[config.mk]
export PLATFORM = sky130hd
export DESIGN_NAME = audio_frame_scheduler
export DESIGN_NICKNAME = d
export VERILOG_FILES = /design/src/rtl/audio_frame_scheduler.sv
export SDC_FILE = /design/constraint.sdc
export NUM_CORES = 1
export LEC_CHECK = 0
export BUFFER_PORTS_ARGS = -buffer_cell sky130_fd_sc_hd__buf_2
export CAP_MARGIN = 0
export CORE_MARGIN = 1
export CORE_UTILIZATION = 60
export DETAILED_ROUTE_END_ITERATION = 10
export HOLD_SLACK_MARGIN = 0.03
export MAX_ROUTING_LAYER = met4
export PLACE_DENSITY_LB_ADDON = 0.15
export SLEW_MARGIN = 0
export SYNTH_ARGS = -nofsm -noshare
export SYNTH_HDL_FRONTEND = slang
export SYNTH_SLANG_ARGS = --single-unit
[constraint.sdc]
create_clock -name clk -period 5.9 [get_ports clk]
set_input_delay 0 -clock clk [delete_from_list [all_inputs] [get_ports clk]]
set_output_delay 0 -clock clk [all_outputs]
set_load 0.005 [all_outputs]
[src/rtl/audio_frame_scheduler.sv]
// ---------------------------------------------------------------------------
// audio_frame_scheduler
//
// Single-clock sequencer for the ADC -> biquad -> DAC sample path. A
// prescaler produces a slot clock-enable (tick) and the slot counter walks
// through one sample frame. Registered one-clk strobes mark frame start
// (adc_start), filter start (filt_strobe) and DAC load (dac_load).
//
// It also holds the biquad coefficient bank. The host writes a shadow copy
// through a valid/ready port. A commit copies the whole shadow bank into
// the active bank at the next frame boundary, so the filter never sees a
// mixed coefficient set.
//
// Ports:
//   clk, rst_n          system clock, asynchronous active-low reset
//   tick                slot clock-enable, one clk every CLK_DIV clks
//   slot                current slot index 0..FRAME_LEN-1
//   adc_start           strobe: slot 0 entered by wrap
//   filt_strobe         strobe: slot FILT_SLOT entered
//   dac_load            strobe: slot DAC_SLOT entered
//   cfg_valid/ready     shadow write handshake
//   cfg_addr            0=x0 1=x1 2=x2 3=y1 4=y2, 5..7 accepted and dropped
//   cfg_data, cfg_neg   coefficient magnitude and sign
//   cfg_commit          request to apply shadow at the next frame boundary
//   commit_pending      commit accepted but not yet applied
//   coef_update         one-clk pulse when the active bank changes
//   x0..y2, *_neg       active coefficient magnitudes and signs
// ---------------------------------------------------------------------------
module audio_frame_scheduler #(
  parameter int CLK_DIV   = 32,
  parameter int FRAME_LEN = 22,
  parameter int FILT_SLOT = 20,
  parameter int DAC_SLOT  = 21,
  parameter int COEF_W    = 17
) (
  input  logic              clk,
  input  logic              rst_n,
  output logic              tick,
  output logic [4:0]        slot,
  output logic              adc_start,
  output logic              filt_strobe,
  output logic              dac_load,
  input  logic              cfg_valid,
  output logic              cfg_ready,
  input  logic [2:0]        cfg_addr,
  input  logic [COEF_W-1:0] cfg_data,
  input  logic              cfg_neg,
  input  logic              cfg_commit,
  output logic              commit_pending,
  output logic              coef_update,
  output logic [COEF_W-1:0] x0,
  output logic [COEF_W-1:0] x1,
  output logic [COEF_W-1:0] x2,
  output logic [COEF_W-1:0] y1,
  output logic [COEF_W-1:0] y2,
  output logic              x0_neg,
  output logic              x1_neg,
  output logic              x2_neg,
  output logic              y1_neg,
  output logic              y2_neg
);

  localparam int PW    = $clog2(CLK_DIV);
  localparam int NCOEF = 5;
  localparam int EW    = COEF_W + 1;  // {sign, magnitude}

  localparam logic [PW-1:0] PRESC_LAST = PW'(CLK_DIV - 1);
  localparam logic [4:0]    SLOT_LAST  = 5'(FRAME_LEN - 1);
  // Strobes are registered, so they are decoded from the slot just before
  // the trigger slot while tick is high.
  localparam logic [4:0]    FILT_PREV  = 5'(FILT_SLOT - 1);
  localparam logic [4:0]    DAC_PREV   = 5'(DAC_SLOT - 1);

  logic [PW-1:0] presc_q, presc_d;
  logic [4:0]    slot_q, slot_d;
  logic          adc_start_q, adc_start_d;
  logic          filt_strobe_q, filt_strobe_d;
  logic          dac_load_q, dac_load_d;
  logic          commit_pending_q, commit_pending_d;
  logic          coef_update_q, coef_update_d;

  logic tick_w;
  logic wrap_w;
  logic wr_en_w;
  logic apply_w;

  logic [EW-1:0] active_bus [NCOEF];

  // Frame timing and commit control.
  always_comb begin
    tick_w  = (presc_q == PRESC_LAST);
    wrap_w  = tick_w && (slot_q == SLOT_LAST);
    presc_d = tick_w ? '0 : presc_q + 1'b1;

    slot_d = slot_q;
    if (tick_w) begin
      slot_d = wrap_w ? 5'd0 : slot_q + 5'd1;
    end

    adc_start_d   = wrap_w;
    filt_strobe_d = tick_w && (slot_q == FILT_PREV);
    dac_load_d    = tick_w && (slot_q == DAC_PREV);

    // Writes are blocked while a commit is pending, so the shadow bank that
    // gets applied is exactly the one that existed when the commit landed.
    wr_en_w = cfg_valid && !commit_pending_q;
    apply_w = wrap_w && commit_pending_q;

    // apply needs pending=1 and a new commit needs pending=0, so a commit
    // arriving on the wrap edge itself waits for the following boundary.
    commit_pending_d = commit_pending_q;
    if (apply_w) begin
      commit_pending_d = 1'b0;
    end else if (cfg_commit && !commit_pending_q) begin
      commit_pending_d = 1'b1;
    end

    coef_update_d = apply_w;
  end

  always_ff @(posedge clk or negedge rst_n) begin
    if (!rst_n) begin
      presc_q          <= '0;
      slot_q           <= '0;
      adc_start_q      <= 1'b0;
      filt_strobe_q    <= 1'b0;
      dac_load_q       <= 1'b0;
      commit_pending_q <= 1'b0;
      coef_update_q    <= 1'b0;
    end else begin
      presc_q          <= presc_d;
      slot_q           <= slot_d;
      adc_start_q      <= adc_start_d;
      filt_strobe_q    <= filt_strobe_d;
      dac_load_q       <= dac_load_d;
      commit_pending_q <= commit_pending_d;
      coef_update_q    <= coef_update_d;
    end
  end

  // One shadow/active register pair per coefficient. Reserved addresses
  // match no entry and so are accepted without effect.
  generate
    for (genvar gi = 0; gi < NCOEF; gi++) begin : g_coef
      logic [EW-1:0] shadow_q, shadow_d;
      logic [EW-1:0] active_q, active_d;

      always_comb begin
        shadow_d = shadow_q;
        if (wr_en_w && (cfg_addr == 3'(gi))) begin
          shadow_d = {cfg_neg, cfg_data};
        end
        active_d = apply_w ? shadow_q : active_q;
      end

      always_ff @(posedge clk or negedge rst_n) begin
        if (!rst_n) begin
          shadow_q <= '0;
          active_q <= '0;
        end else begin
          shadow_q <= shadow_d;
          active_q <= active_d;
        end
      end

      assign active_bus[gi] = active_q;
    end
  endgenerate

  assign tick           = tick_w;
  assign slot           = slot_q;
  assign adc_start      = adc_start_q;
  assign filt_strobe    = filt_strobe_q;
  assign dac_load       = dac_load_q;
  assign cfg_ready      = ~commit_pending_q;
  assign commit_pending = commit_pending_q;
  assign coef_update    = coef_update_q;

  assign x0     = active_bus[0][COEF_W-1:0];
  assign x1     = active_bus[1][COEF_W-1:0];
  assign x2     = active_bus[2][COEF_W-1:0];
  assign y1     = active_bus[3][COEF_W-1:0];
  assign y2     = active_bus[4][COEF_W-1:0];
  assign x0_neg = active_bus[0][COEF_W];
  assign x1_neg = active_bus[1][COEF_W];
  assign x2_neg = active_bus[2][COEF_W];
  assign y1_neg = active_bus[3][COEF_W];
  assign y2_neg = active_bus[4][COEF_W];

endmodule

# --- Word level (Yosys, flattened, before mapping) ---
# Index checks and enable logic that the tools add are counted.
classes:
  n_addsub: 2
  n_eq_ne: 8
  muxes: 4
  bitwise_logic: 1
  reduce_logical: 14
ops:
  columns: ["operator", "count"]
  rows:
  - ["equality test 5 bit, second input constant", 4]
  - ["logical AND 1 bit", 11]
  - ["adder 5 x 1 -> 5 bit, second input constant", 2]
  - ["two-way mux 5 bit", 2]
  - ["equality test 3 x 2 -> 1 bit, second input constant", 2]
  - ["equality test 3 x 1 -> 1 bit, second input constant", 1]
  - ["equality test 3 bit, second input constant", 1]
  - ["logical NOT 3 bit", 1]
  - ["two-way mux 1 bit", 2]
  - ["nonzero test 2 bit", 1]
  - ["logical NOT 1 bit", 1]
  - ["NOT 1 bit", 1]
totals:
  reg_bits: 195
  in_bits: 25
  output_inout_bits: 102
  word_cells: 46

# --- Longest topological paths before layout ---
depth:
  ltp_word: 4
  mapped_depth: 7
  ltp_nobuf: 6

# --- Least setup slack after synthesis ---
# No wires, ideal clock.
synth_timing:
  kind: "reg2reg"
  from: "register presc_q[0]"
  to: "register g_coef[0].active_q[10]"
  setup_time_ps: 125
  arrival_ps: 1722
  required_ps: 5775
  path_slack_ps: 4053
  stages_incl_launch_ff: 8
  n_path_buf: 2
  path_cell_list: "dfrtp_1 ha_1 and3_1 ha_1 and4_4 buf_6 buf_8 mux2_4"
synth_between:
  elab_chain_len: 3
synth_rtl:
  columns: ["element", "line", "text"]
  rows:
  - ["from (decl)", "74", "logic [PW-1:0] presc_q, presc_d;"]
  - ["from (signal assigned)", "131", "presc_q <= presc_d;"]
  - ["equality test 5 bit", "91", "tick_w = (presc_q == PRESC_LAST);"]
  - ["logical AND 1 bit", "92", "wrap_w = tick_w && (slot_q == SLOT_LAST);"]
  - ["logical AND 1 bit", "107", "apply_w = wrap_w && commit_pending_q;"]
  - ["to (signal assigned)", "162", "active_q <= active_d;"]
  - ["to (decl)", "146", "logic [EW-1:0] active_q, active_d;"]
# No other way between the ends.
# A chain may end at the register's enable or synchronous reset.

# --- Final worst setup path ---
layout_timing:
  from: "register presc_q[0]"
  to: "register g_coef[1].active_q[13]"
layout_between:
  elab_chain_len: 3
layout_rtl:
  columns: ["element", "line"]
  rows:
  - ["equality test 5 bit", "91"]
  - ["logical AND 1 bit", "92"]
  - ["logical AND 1 bit", "107"]
  - ["to (signal assigned)", "162"]
  - ["to (decl)", "146"]
# No other way between the ends.

==> summary.md <==
| Metric | Value |
|---|---|
| Die H | `116 um` |
| CTS buffer count | `17` |
| Clock slew at reported path FFs | `0.06 ns` |
| Fin. Hold Viols | `0` |
| Number of global-route vias before repair | `4140` |
| Pin count of the biggest net entering global routing | `110` |
| Hold buffers post-CTS | `20` |
| Synth-to-Final Area Change | `18.4%` |
| Max incr delay on CP | `0.67 ns` |
| CTS tree | `done` |
| Critical path fanouts, max | `46` |
| Syn Nets | `473` |
| Total Neg Setup Slack | `0 ns` |
| Peak Freq | `0.361 GHz` |
| Cell Chain, Critical Path | `ha_1 -> and3_1 -> ha_1 -> and4_4 -> buf_4 -> mux2_2` |
| First-pass GRT wire length | `22500 um` |
| WP data required | `6.20 ns` |
| Post-DP Area | `8450 um^2` |
| Clock root buffer | `clkbuf_16` |
| Max VDD drop | `0.000207 V` |
| Row count | `41` |
| Fillers | `826` |
| # H-tree levels | `4` |
| Mapped cell area | `7770 um^2` |
| GPL Wtd Cong | `0.754` |
| Final WS setup | `3.13 ns` |
| Mean Syn Cell Area | `17.6 um^2` |
| Post-layout net count | `623` |
| Antenna Cells | `0` |
| Seq/Total Area, Yosys | `0.628` |
| Pre-CTS setup slack | `3.15 ns` |
| DR iter-0 viols | `264` |
| CP Capture Type | `flop` |
| Later-pin clock latency in the skew report | `0.42 ns` |
| Pwr Density | `274 nW/um^2` |
| TritonRoute pass-1 iters | `4` |
| WP data arrival | `3.07 ns` |
| Top_reg_cell synth | `dfrtp_1` |
| Total wire length | `14300 um` |
| DPL Wire Length | `8880 um` |
| Worst min-delay path class | `input pin to async pin` |
| Fin area | `9200 um^2` |
| RSZ-0062 raised after global routing | `no` |
| Async SR Flop Fraction | `1.00` |
| GRT Total Usage | `0.236` |
| Min Tclk post-route | `2.77 ns` |
| Slew @ Worst Pin | `1.06 ns` |
| Final Cycle Share | `0.470` |
| Outcome | `complete, no violations` |
| Worst slew margin | `0.292` |
| Post-CTS sizing | `0` |
| Initial Util | `0.616` |
| DR WL/cell | `18.4 um` |
| DP Cell Count | `725` |
| Post-route insts no fill | `776` |
| # DRC | `0` |
| I/O Buffers | `126` |
| Register bit count reported by yosys | `195` |
| Die Area | `13400 um^2` |
| GRT Residual Overflow | `0` |
| Clock Sinks | `195` |
| Max clock buf depth | `2` |
| Hold Slack | `0.209 ns` |
| Critical-path top delay cell | `buf_4` |
| Syn. warnings | `0` |
| EDFF count, synth | `0` |
| Setup bufs post-CTS | `0` |
| CP most frequent cell | `ha_1` |
| Critical setup path kind | `flop to flop` |
| Top Ports | `127` |
| Number of max-cap violations | `0` |
| Yosys cell types | `38` |
| Layout Utilization | `0.729` |
| Core box area | `12600 um^2` |
| Vias per cell | `5.33` |
| Crit start category | `flop` |
| LEAKAGE | `4.97 nW` |
| Initial antenna violation count | `0` |
| Antenna viol nets, final | `0` |
| Synth Instances | `442` |
| Total power draw | `2.52 mW` |
| Die X | `116 um` |
| Skew final | `0.00562 ns` |
| Endpoints failing setup | `0` |
| Layout cells sized above 1 | `0.570` |
| Vias post-DR | `4136` |
| Final Max Slew Viols | `0` |
## kinds of logic after synthesis
logic type	count (synthesis)	synth area share
DFF	195	0.628
xor gates and xnor gates	2	0.00225
adders and majority gates	6	0.00966
and+or+nand+nor	29	0.0253
buffers and inverters	21	0.0269
muxes	182	0.302
AOI/OAI and AO/OA	7	0.00564
## Yosys cell counts (all sizes together) (2+ instances only)
cell type | count | share of area
a21oi | 2 | 0.0013
and3 | 2 | 0.0016
and3b | 2 | 0.0024
and4 | 2 | 0.0026
buf | 15 | 0.023
clkbuf | 3 | 0.0027
dfrtp | 195 | 0.63
ha | 6 | 0.0097
inv | 3 | 0.0014
mux2 | 181 | 0.30
nand2 | 3 | 0.0018
nand3 | 4 | 0.0032
nand4 | 2 | 0.0024
nor2 | 7 | 0.0034
nor2b | 2 | 0.0016
## registers in the layout, summed over array words and instances (netlist names)
register         flops
filt_strobe          1
g_coef.shadow_q     90
commit_pending       1
coef_update          1
presc_q              5
dac_load             1
g_coef.active_q     90
slot                 5
adc_start            1
## power breakdown
part	internal [mW]	total (mW)	switching [mW]
Sequential	1.36	1.37	0.0105
Clock	0.622	1.08	0.457
Combinational	0.0315	0.0739	0.0424
Total	2.01	2.52	0.509
## layout by cell type, fill, tap and decap left out, drive strengths merged, types with 2 or more instances in the layout
| cell | instances |
|---|---|
| nand2 | 3 |
| clkbuf | 27 |
| dfrtp | 195 |
| clkinv | 4 |
| nor2 | 7 |
| inv | 3 |
| and4 | 2 |
| a21oi | 2 |
| dlygate4sd3 | 20 |
| nor2b | 2 |
| and3b | 2 |
| mux2 | 181 |
| nand3 | 4 |
| buf | 128 |
| ha | 6 |
| and3 | 2 |
| nand4 | 2 |
## layout make-up
class / instances / area, um^2 / area share
clock buffer: 26 / 499 / 0.0543
timing repair buffer: 149 / 862 / 0.0937
sequential: 195 / 4880 / 0.530
multi-input combinational: 226 / 2680 / 0.291
tap: 172 / 215 / 0.0234
inverter: 3 / 11.3 / 0.00122
clock inverter: 5 / 50.0 / 0.00544
## worst max-delay path: cells and delay by family, from the launching register on
kind | cells | cell delay (ns)
flip-flops | 1 | 0.37
multiplexers | 1 | 0.42
adder cells (fa/ha/maj) | 2 | 0.63
buffers and inverters | 1 | 0.67
AND/OR/NAND/NOR | 2 | 0.55
## path summary, 6_finish.rpt
kind                       startpoint                     end  slack (ns)  cells past startpoint
min reg2reg                presc_q[0]              presc_q[0]        0.46                      1
max reg2reg                presc_q[0]  g_coef[1].active_q[13]        3.13                      6
min                             rst_n   g_coef[4].shadow_q[8]        0.21                      2
max                        presc_q[0]  g_coef[1].active_q[13]        3.13                      6
min in group clk           cfg_commit          commit_pending        0.37                      4
max in group asynchronous       rst_n  g_coef[1].active_q[13]        4.10                      3
## layer usage
| layer | up-vias | global-route usage | part of all wire | wire (um) |
|---|---|---|---|---|
| li1 | 1863 | - | - | - |
| met1 | 2164 | 0.318 | 0.47 | 6660 |
| met2 | 93 | 0.357 | 0.48 | 6870 |
| met3 | 16 | 0.0513 | 0.038 | 547 |
| met4 | 0 | 0.0846 | 0.014 | 207 |
| met5 | - | - | 0 | 0 |
(Power assumes the default switching activity.)
